**src/rtl/kalman_pkg.sv**
```systemverilog
// kalman_pkg: shared defaults, FSM encoding and saturating add for kalman_filter_mc
package kalman_pkg;
   localparam int          FRAC_DEF   = 13;
   localparam logic [31:0] P_INIT_DEF = 32'd100000;
   localparam logic [31:0] Q_DEF      = 32'd5;
   localparam logic [31:0] R_DEF      = 32'd10;
   typedef enum logic [2:0] {IDLE, PRED, DIV, UPD, OUT} state_t;
   function automatic logic [31:0] sat_add(input logic [31:0] a, input logic [31:0] b);
      logic [32:0] s;
      s = {1'b0, a} + {1'b0, b};
      return s[32] ? 32'hffff_ffff : s[31:0];
   endfunction
endpackage

```
**src/rtl/kalman_div_seq.sv**
```systemverilog
// kalman_div_seq: restoring divider, one quotient bit per cycle, fixed QW-cycle run
module kalman_div_seq #(
   parameter int DW = 45,
   parameter int VW = 32,
   parameter int QW = 14
) (
   input  logic          i_clk,
   input  logic          i_rst,
   input  logic          i_start,
   input  logic [DW-1:0] i_dividend,
   input  logic [VW-1:0] i_divisor,
   output logic          o_done,
   output logic [QW-1:0] o_quot
);
   localparam int CW = $clog2(QW);
   logic [VW-1:0] rem;
   logic [VW-1:0] dvs;
   logic [QW-1:0] sh;
   logic [CW-1:0] cnt;
   logic          busy;
   logic [VW:0]   trial;
   logic          ge;
   assign trial  = {rem, sh[QW-1]};
   assign ge     = trial >= {1'b0, dvs};
   assign o_done = busy && cnt == CW'(QW - 1);
   // The caller guarantees the top dividend bits are below the divisor, so only QW steps are needed.
   always_ff @(posedge i_clk) begin
      if (i_rst) begin
         rem    <= '0;
         dvs    <= '0;
         sh     <= '0;
         cnt    <= '0;
         busy   <= 1'b0;
         o_quot <= '0;
      end else if (i_start) begin
         rem    <= VW'(i_dividend[DW-1:QW]);
         sh     <= i_dividend[QW-1:0];
         dvs    <= i_divisor;
         cnt    <= '0;
         busy   <= 1'b1;
         o_quot <= '0;
      end else if (busy) begin
         rem    <= ge ? trial[VW-1:0] - dvs : trial[VW-1:0];
         sh     <= sh << 1;
         o_quot <= {o_quot[QW-2:0], ge};
         cnt    <= cnt + CW'(1);
         busy   <= ~o_done;
      end
   end
endmodule

```
**src/rtl/kalman_filter_mc.sv**
```systemverilog
// kalman_filter_mc: time-multiplexed scalar Kalman filter, CH channels sharing one divider and multiplier.
// Optional innovation gate enabled by defining KALMAN_INNOV_GATE_EN.
module kalman_filter_mc
   import kalman_pkg::*;
#(
   parameter int          W      = 14,
   parameter int          CH     = 4,
   parameter int          FRAC   = FRAC_DEF,
   parameter logic [31:0] P_INIT = P_INIT_DEF
) (
   input  logic          i_clk,
   input  logic          i_rst,
   input  logic          i_valid,
   output logic          o_ready,
   input  logic [3:0]    i_ch,
   input  logic          i_init,
   input  logic [W-1:0]  i_meas,
   input  logic [31:0]   i_kal_Q,
   input  logic [31:0]   i_kal_R,
   output logic          o_valid,
   output logic [3:0]    o_ch,
   output logic [31:0]   o_x,
   output logic [31:0]   o_p,
`ifdef KALMAN_INNOV_GATE_EN
   input  logic [31:0]   i_gate,
   output logic          o_gated,
`endif
   output logic [FRAC:0] o_k
);
   localparam int CW = CH > 1 ? $clog2(CH) : 1;
   localparam int PW = 33 + FRAC;
   localparam logic [FRAC:0] ONE = (FRAC+1)'(1) << FRAC;
   state_t               state, nxt;
   logic                 accept;
   logic [3:0]           ch_r;
   logic                 init_r;
   logic [W-1:0]         meas_r;
   logic [31:0]          q_r, r_r;
   logic signed [31:0]   x_mem [CH];
   logic [31:0]          p_mem [CH];
   logic [CW-1:0]        idx;
   logic                 ch_ok;
   logic signed [31:0]   x_cur;
   logic [31:0]          p_cur, p_pri_c, d_c, p_pri_r, d_r;
   logic signed [32:0]   err_r;
   logic [FRAC:0]        quot, k_c, omk, k_fin, k_r;
   logic                 div_done;
   logic signed [47:0]   prod, x_sum;
   logic [31:0]          x_c, p_c, x_fin, p_fin, x_new_r, p_new_r;
   logic                 gated_c;
`ifdef KALMAN_INNOV_GATE_EN
   logic [31:0]          gate_r;
   logic [32:0]          abs_err;
   logic                 gated_r;
   assign abs_err = err_r[32] ? 33'(-err_r) : 33'(err_r);
   assign gated_c = !init_r && abs_err > {1'b0, gate_r};
`else
   assign gated_c = 1'b0;
`endif
   assign o_ready = state == IDLE;
   assign accept  = i_valid && state == IDLE;
   assign idx     = ch_r[CW-1:0];
   assign ch_ok   = 5'(ch_r) < 5'(CH);
   assign x_cur   = x_mem[idx];
   assign p_cur   = p_mem[idx];
   assign p_pri_c = sat_add(p_cur, q_r);
   assign d_c     = sat_add(p_pri_c, r_r);

   kalman_div_seq #(.DW(32 + FRAC), .VW(32), .QW(FRAC + 1)) u_div (
      .i_clk      (i_clk),
      .i_rst      (i_rst),
      .i_start    (state == PRED),
      .i_dividend ({p_pri_c, {FRAC{1'b0}}}),
      .i_divisor  (d_c),
      .o_done     (div_done),
      .o_quot     (quot)
   );

   // State register.
   always_ff @(posedge i_clk) begin
      if (i_rst) state <= IDLE;
      else state <= nxt;
   end

   // Next state; init samples skip the filter math but still pass through UPD, landing two edges after accept.
   always_comb begin
      nxt = state;
      case (state)
         IDLE:    nxt = i_valid ? (i_init ? UPD : PRED) : IDLE;
         PRED:    nxt = DIV;
         DIV:     nxt = div_done ? UPD : DIV;
         UPD:     nxt = OUT;
         OUT:     nxt = IDLE;
         default: nxt = IDLE;
      endcase
   end

   // Update arithmetic: gain, floored innovation correction with saturation, covariance shrink.
   always_comb begin
      k_c   = d_r == '0 ? '0 : quot;
      omk   = ONE - k_c;
      prod  = 48'(k_c) * 48'(err_r);
      x_sum = 48'(x_cur) + (prod >>> FRAC);
      x_c   = (x_sum[47:31] == '0 || x_sum[47:31] == '1) ? x_sum[31:0]
            : (x_sum[47] ? 32'h8000_0000 : 32'h7fff_ffff);
      p_c   = 32'((PW'(omk) * PW'(p_pri_r)) >> FRAC);
      x_fin = init_r ? 32'($signed(meas_r)) : gated_c ? x_cur : x_c;
      p_fin = init_r ? P_INIT : gated_c ? p_pri_r : p_c;
      k_fin = (init_r || gated_c) ? '0 : k_c;
   end

   // Input latch, prediction capture, result capture and per-channel write-back.
   always_ff @(posedge i_clk) begin
      if (i_rst) begin
         for (int i = 0; i < CH; i++) begin
            x_mem[i] <= '0;
            p_mem[i] <= P_INIT;
         end
         ch_r    <= '0;
         init_r  <= 1'b0;
         meas_r  <= '0;
         q_r     <= Q_DEF;
         r_r     <= R_DEF;
         p_pri_r <= '0;
         d_r     <= '0;
         err_r   <= '0;
         x_new_r <= '0;
         p_new_r <= P_INIT;
         k_r     <= '0;
         o_valid <= 1'b0;
         o_ch    <= '0;
         o_x     <= '0;
         o_p     <= P_INIT;
         o_k     <= '0;
`ifdef KALMAN_INNOV_GATE_EN
         gate_r  <= '0;
         gated_r <= 1'b0;
         o_gated <= 1'b0;
`endif
      end else begin
         o_valid <= 1'b0;
`ifdef KALMAN_INNOV_GATE_EN
         o_gated <= 1'b0;
`endif
         if (accept) begin
            ch_r   <= i_ch;
            init_r <= i_init;
            meas_r <= i_meas;
            q_r    <= i_kal_Q;
            r_r    <= i_kal_R;
`ifdef KALMAN_INNOV_GATE_EN
            gate_r <= i_gate;
`endif
         end
         if (state == PRED) begin
            p_pri_r <= p_pri_c;
            d_r     <= d_c;
            err_r   <= 33'($signed(meas_r)) - 33'(x_cur);
         end
         if (state == UPD) begin
            x_new_r <= x_fin;
            p_new_r <= p_fin;
            k_r     <= k_fin;
`ifdef KALMAN_INNOV_GATE_EN
            gated_r <= gated_c;
`endif
         end
         if (state == OUT && ch_ok) begin
            x_mem[idx] <= x_new_r;
            p_mem[idx] <= p_new_r;
            o_valid    <= 1'b1;
            o_ch       <= ch_r;
            o_x        <= x_new_r;
            o_p        <= p_new_r;
            o_k        <= k_r;
`ifdef KALMAN_INNOV_GATE_EN
            o_gated    <= gated_r;
`endif
         end
      end
   end
endmodule

```
**config.mk**
```make
export PLATFORM = sky130hd
export DESIGN_NAME = kalman_filter_mc
export DESIGN_NICKNAME = d
export VERILOG_FILES = /design/src/rtl/kalman_pkg.sv /design/src/rtl/kalman_div_seq.sv /design/src/rtl/kalman_filter_mc.sv
export SDC_FILE = /design/constraint.sdc
export NUM_CORES = 2
export LEC_CHECK = 0
export ABC_AREA = 1
export CAP_MARGIN = 20
export CORE_MARGIN = 8
export CORE_UTILIZATION = 50
export CTS_CLUSTER_SIZE = 25
export DETAILED_ROUTE_END_ITERATION = 7
export MAX_ROUTING_LAYER = met4
export PLACE_DENSITY_LB_ADDON = 0.2
export SLEW_MARGIN = 10
export SYNTH_ARGS = -nofsm -noshare
export SYNTH_HDL_FRONTEND = slang
export SYNTH_SLANG_ARGS = --single-unit
```
**constraint.sdc**
```tcl
create_clock -name i_clk -period 8.5 [get_ports i_clk]
set_input_delay 1.7 -clock i_clk [delete_from_list [all_inputs] [get_ports i_clk]]
set_output_delay 1.7 -clock i_clk [all_outputs]
set_load 0.005 [all_outputs]
```
## Word level (Yosys, flattened, before mapping)

Memories as Yosys holds them, arrays and structs flattened. A register that Yosys moved wholly into a read port is not among the register bits.
Cells that the tools add are included.
Widths: inputs -> output; s select.

| word-level totals | value |
|---|---|
| flip-flop bits (word level) | 396 |
| latch bits | 0 |
| bits in writable memories | 256 |
| ROM bits | 0 |
| bits of input ports | 86 |
| output and inout bits | 84 |
| word-level logic and storage cells | 88 |
| memories | 2 |

Memories:

| name | words | bits a word | rd ports | clocked after memory_dff | write ports | RTL line | RTL |
|---|---|---|---|---|---|---|---|
| p_mem | 4 | 32 | 1 | 1 | 4 | kalman_filter_mc.sv:40 | `logic [31:0] p_mem [CH];` |
| x_mem | 4 | 32 | 1 | 1 | 4 | kalman_filter_mc.sv:39 | `logic signed [31:0] x_mem [CH];` |

| cells by class | value |
|---|---|
| add/subtract/negate cells | 7 |
| multipliers | 2 |
| divide/modulo/power cells | 0 |
| order comparisons | 2 |
| equality and inequality tests | 6 |
| shift-type cells | 0 |
| muxes and demuxes | 34 |
| bitwise logic cells | 1 |
| reductions and logical operators | 11 |

Operators with widths:

| kind | count |
|---|---|
| $mux 32 | 9 |
| $add 32x32->33 | 2 |
| $reduce_or 32->1 | 2 |
| $mux 31 | 2 |
| $mux 14 | 4 |
| $mul 15x33->48 | 1 |
| $mul 14x32->45 | 1 |
| $add 32x35->36 | 1 |
| $ge 33x32->1 | 1 |
| $sub 14x32->33 | 1 |
| $logic_not 32->1 | 1 |
| $sub 32x32->32 | 1 |
| $eq 17x17->1 const B | 1 |
| $logic_not 17->1 | 1 |
| $mux 2 | 8 |
| $sub 14x14->14 const A | 1 |
| $pmux 3 s4 | 1 |
| $mux 1 | 10 |
| $eq 3x2->1 const B | 2 |
| $add 4x1->4 const B | 1 |
| $eq 4x4->1 const B | 1 |
| $lt 4x3->1 const B | 1 |
| $eq 3x1->1 const B | 1 |
| $eq 3x3->1 const B | 1 |
| other kinds (6) | 8 |

## Logic depth before layout (Yosys ltp)

| logic depth | value |
|---|---|
| depth after elaboration | 8 |
| mapped depth | 57 |

## Hierarchy

Synthesis repeated with hierarchy kept, for this count alone.

| unflattened totals | value |
|---|---|
| cell total of the unflattened synthesis | 8,825 |
| area, all modules | 67,393.4 sq um |

By module, submodules not included:

| module | instances | cells an instance | area an instance (sq um) | seq. area each (sq um) |
|---|---|---|---|---|
| kalman_filter_mc | 1 | 7,784 | 60,780.8 | 14,614.0 |
| kalman_div_seq | 1 | 1,041 | 6,612.6 | 1,941.9 |

## Worst setup path after synthesis

Ideal clock, no wire load.

| timing | value |
|---|---|
| path kind | register to register |
| start point | register, netlist name u_div.dvs[1] |
| end point | register x_new_r[13] |
| setup time | 0.132 ns |
| arrival | 7.904 ns |
| data required time | 8.368 ns |
| slack | 0.464 ns |
| stages on the path, launching flop included | 50 |
| buffers on the path | 4 |
| clock period less this slack | 8.036 ns |
| cell sequence | dfxtp_1 -> inv_2 -> nand2_1 -> nor2_1 -> nand2_1 -> nor2_1 -> nand2_2 -> buf_6 -> buf_6 -> nand2_1 -> clkbuf_1 -> nor2_1 -> fa_1 -> inv_1 -> fa_1 -> inv_1 -> fa_1 -> inv_1 -> (+14 left out) -> nand2_1 -> xor2_1 -> ha_1 -> inv_1 -> o21ai_0 -> nor2_1 -> nand2_1 -> nor2_1 -> nand2_1 -> nand2_1 -> nand2_1 -> nor2_2 -> nand3_1 -> a21oi_2 -> buf_4 -> nand2_1 -> nand2_1 -> a21oi_1 |

RTL lines:

| element | RTL line | RTL |
|---|---|---|
| to (signal assigned) | kalman_filter_mc.sv:161 | `x_new_r <= x_fin;` |
| to (decl) | kalman_filter_mc.sv:49 | `logic [31:0] x_c, p_c, x_fin, p_fin, x_new_r, p_new_r;` |

==> results.yml <==
logic_synthesis:
  synthesis.instances: 8424
  syn_nets: 9670
  ys_warn_count: 0
  syn_area_mm2: 0.0649
  seq_area_frac_synth_pct: 24.1
  synth-seq-cells: 654
  yosys.area_share.simple_pct: 20.9
  synth_xor_xnor_area_share_pct: 1.85
  synthArstFlopShare_pct: 0
  synth-compound-area-share_pct: 11.3
  synthMuxAreaShare_pct: 0
  synth_area_leaders: "fa_1 24%, dfxtp_1 12%, edfxtp_1 12%, nand2_1 11%, inv_1 8.0%"
  synth_top_family_by_area: "adder cells"
  synth.largest_area_cell: "fa_1"
  synth_top_area_share_pct: 24.1
  synthFlopType: "dfxtp_1"
  synth_edf_count: 256
  yosysUniqueCellTypes: 66
  avgSynthCellArea_um2: 7.71
  synth_fa_ha_area_share_pct: 31.4
layout:
  final_cell_mix: "1777 x nand2_1, 1349 x inv_1, 1059 x nor2_1"
  fin_util_pct: 60.5
  num-nets-final: 10300
  fin_cells: 10800
  drive_gt1_share_pct: 14.4
  final_common_cell: "nand2_1"
  synthToLayoutAreaGrowth_pct: 20.3
sta:
  slew_headroom_pct: 14.9
  hold_slack_ns: 0.433
  finalMaxSlewViolations: 0
  tightest_slew_ns: 1.26
  setup_viol_count_final: 31
  clock.fmax_mhz: 115
  setup_tns_ns: -5.70
  hold_viol: 0
  fin_crit_ns: 8.71
  rsz0062_at_grt: "yes"
  clock_skew_ns: 0.0227
  finalCritPeriodShare_pct: 102
  layout_setup_ws_ns: -0.208
worst_setup_path:
  required_ns: 9.03
  r2r_slack_ns: -0.21
  arrival_ns: 9.23
  critPathSlowestCell: "fa_1"
  crit_path_start_kind: "flop"
  crit_type: "flop to flop"
  crit_path_end_kind: "flop"
  slowest_delay_ns: 0.56
  crit_path_max_fanout: 9
run_status:
  outcome: "finished with violations"
  failed_checks: "setup timing"
clock_tree:
  htreeDepth: 3
  cts_tree: "built"
  postCtsHoldBufs: 0
  cts_sinks: 654
  clockBufferDepth: 3
  numCtsBuffers: 77
  clk_pin_slew_ns: 0.06
  clock_latency_ns: 0.69
  ctsRootBufferMaster: "clkbuf_16"
power:
  leakagePower_nw: 34.8
  peakVddDrop_v: 0.000210
  power.density_mw_per_mm2: 150
placement:
  port_buffers: 169
  place_hpwl_um: 186000
  globalplace.congestion: 1.01
  dp_cells: 10600
floorplan:
  start_util_pct: 50.3
  die_area_mm2: 0.142
  die_h_um: 376
  dieWidth_um: 376
  core_area_mm2: 0.129
  io_pins: 170
  row_count: 132
routing:
  avgRoutedWirePerCell_um: 21.7
  first_pass_iters: 6
  drt_wl_total_um: 234000
  ant_nets: 0
  via_per_inst: 5.51
  dr.first_iter.drc_count: 5622
  drc: 0
  vias: 59600
grt:
  track_usage_pct: 33.0
  antenna_found_initial: 10
  grt_pass1_vias: 58600
  grt_max_degree: 129
  grt_first_pass_wirelength_um: 351000
  overflow: 0
min_path:
  min_path_type: "flop to flop"
run:
  max_cap_violations: 0
critical path: cells and delay by family (launching register included):
family / cells / cell delay, ns
adders and majority gates: 8 / 3.54
and+or+nand+nor: 25 / 2.42
buffers and inverters: 15 / 1.58
AOI/OAI and AO/OA: 3 / 0.47
DFF: 1 / 0.32
xor gates and xnor gates: 1 / 0.20
final timing paths:
check,from,endpoint,depth (start not counted)
max,u_div.dvs[28],x_new_r[0],52
min reg2reg,o_ch[3],o_ch[3],2
max reg2reg,u_div.dvs[28],x_new_r[0],52
min,o_ch[3],o_ch[3],2
final cells by class:
class	instances	area, um^2
tap	1742	2180
sequential	654	15700
inverter	1440	5430
clock buffer	107	2200
antenna	5	12.5
timing repair buffer	829	7490
clock inverter	32	468
multi-input combinational	6005	44600
fill	11900	51100
routing by layer:
metal  vias up  GRT usage (%)  share of wire (%)
li1      27500              -                  -
met1     29100           46.1                 43
met2      2574           48.9                 44
met3       418           6.10                9.4
met4         0           9.67                3.6
met5         -              -                  0
where the power goes:
| part | total [mW] | internal (mW) | switching (mW) |
|---|---|---|---|
| sequential | 3.59 | 3.42 | 0.178 |
| clock | 3.54 | 2.05 | 1.49 |
| combinational | 4.58 | 1.53 | 3.06 |
| total | 11.7 | 6.99 | 4.73 |
flip-flops by register name, summed over array words and instances, names as in the netlist, 3 cells and up, named ones only:
name          cells
o_k              14
ch_r              4
o_ch              4
u_div.cnt         4
o_p              32
u_div.rem        32
p_pri_r          32
meas_r           14
o_x              32
p_new_r          32
err_r            33
x_mem           128
p_mem           128
state             3
k_r              14
u_div.dvs        32
x_new_r          32
u_div.o_quot     14
q_r              32
r_r              32
stage by stage:
stage	setup slack, ns	total power [mW]	area, um^2
floorplan	0.464	6.38	64900
global placement	-0.559	7.94	72500
detailed placement	-0.570	7.95	72500
CTS	-0.251	11.5	75700
global route	-0.525	12.3	78100
finish	-0.208	11.7	78100
cell usage after synthesis (32+ instances only):
cell type	instances
edfxtp_1	256
ha_1	379
a32oi_1	32
inv_2	38
o211ai_1	35
nand4_1	37
fa_1	781
o22ai_1	60
nor2_1	1118
nand2_1	1888
a21oi_1	560
a31oi_1	64
nand3_1	196
xnor2_1	53
xor2_1	84
o21ai_0	391
inv_1	1380
buf_2	35
clkbuf_1	258
dfxtp_1	398
nor3_1	45
kinds of logic (layout without fill, tap and decap cells):
family,count (synthesis),after routing
other,0,5
AO/OA/AOI/OAI,1308,1308
XOR/XNOR,137,137
adder cells (fa/ha/maj),1160,1160
AND/OR/NAND/NOR,3400,3400
flip-flops,654,654
buffers and inverters,1765,2408
timing repair:
item / CTS / global route
pin swaps: 21 / 102
gates cloned: 1 / 11
setup endpoints to repair: 43 / 61
setup buffers: 9 / 35
gates resized for setup: 102 / 398
(Power assumes the default switching activity.)
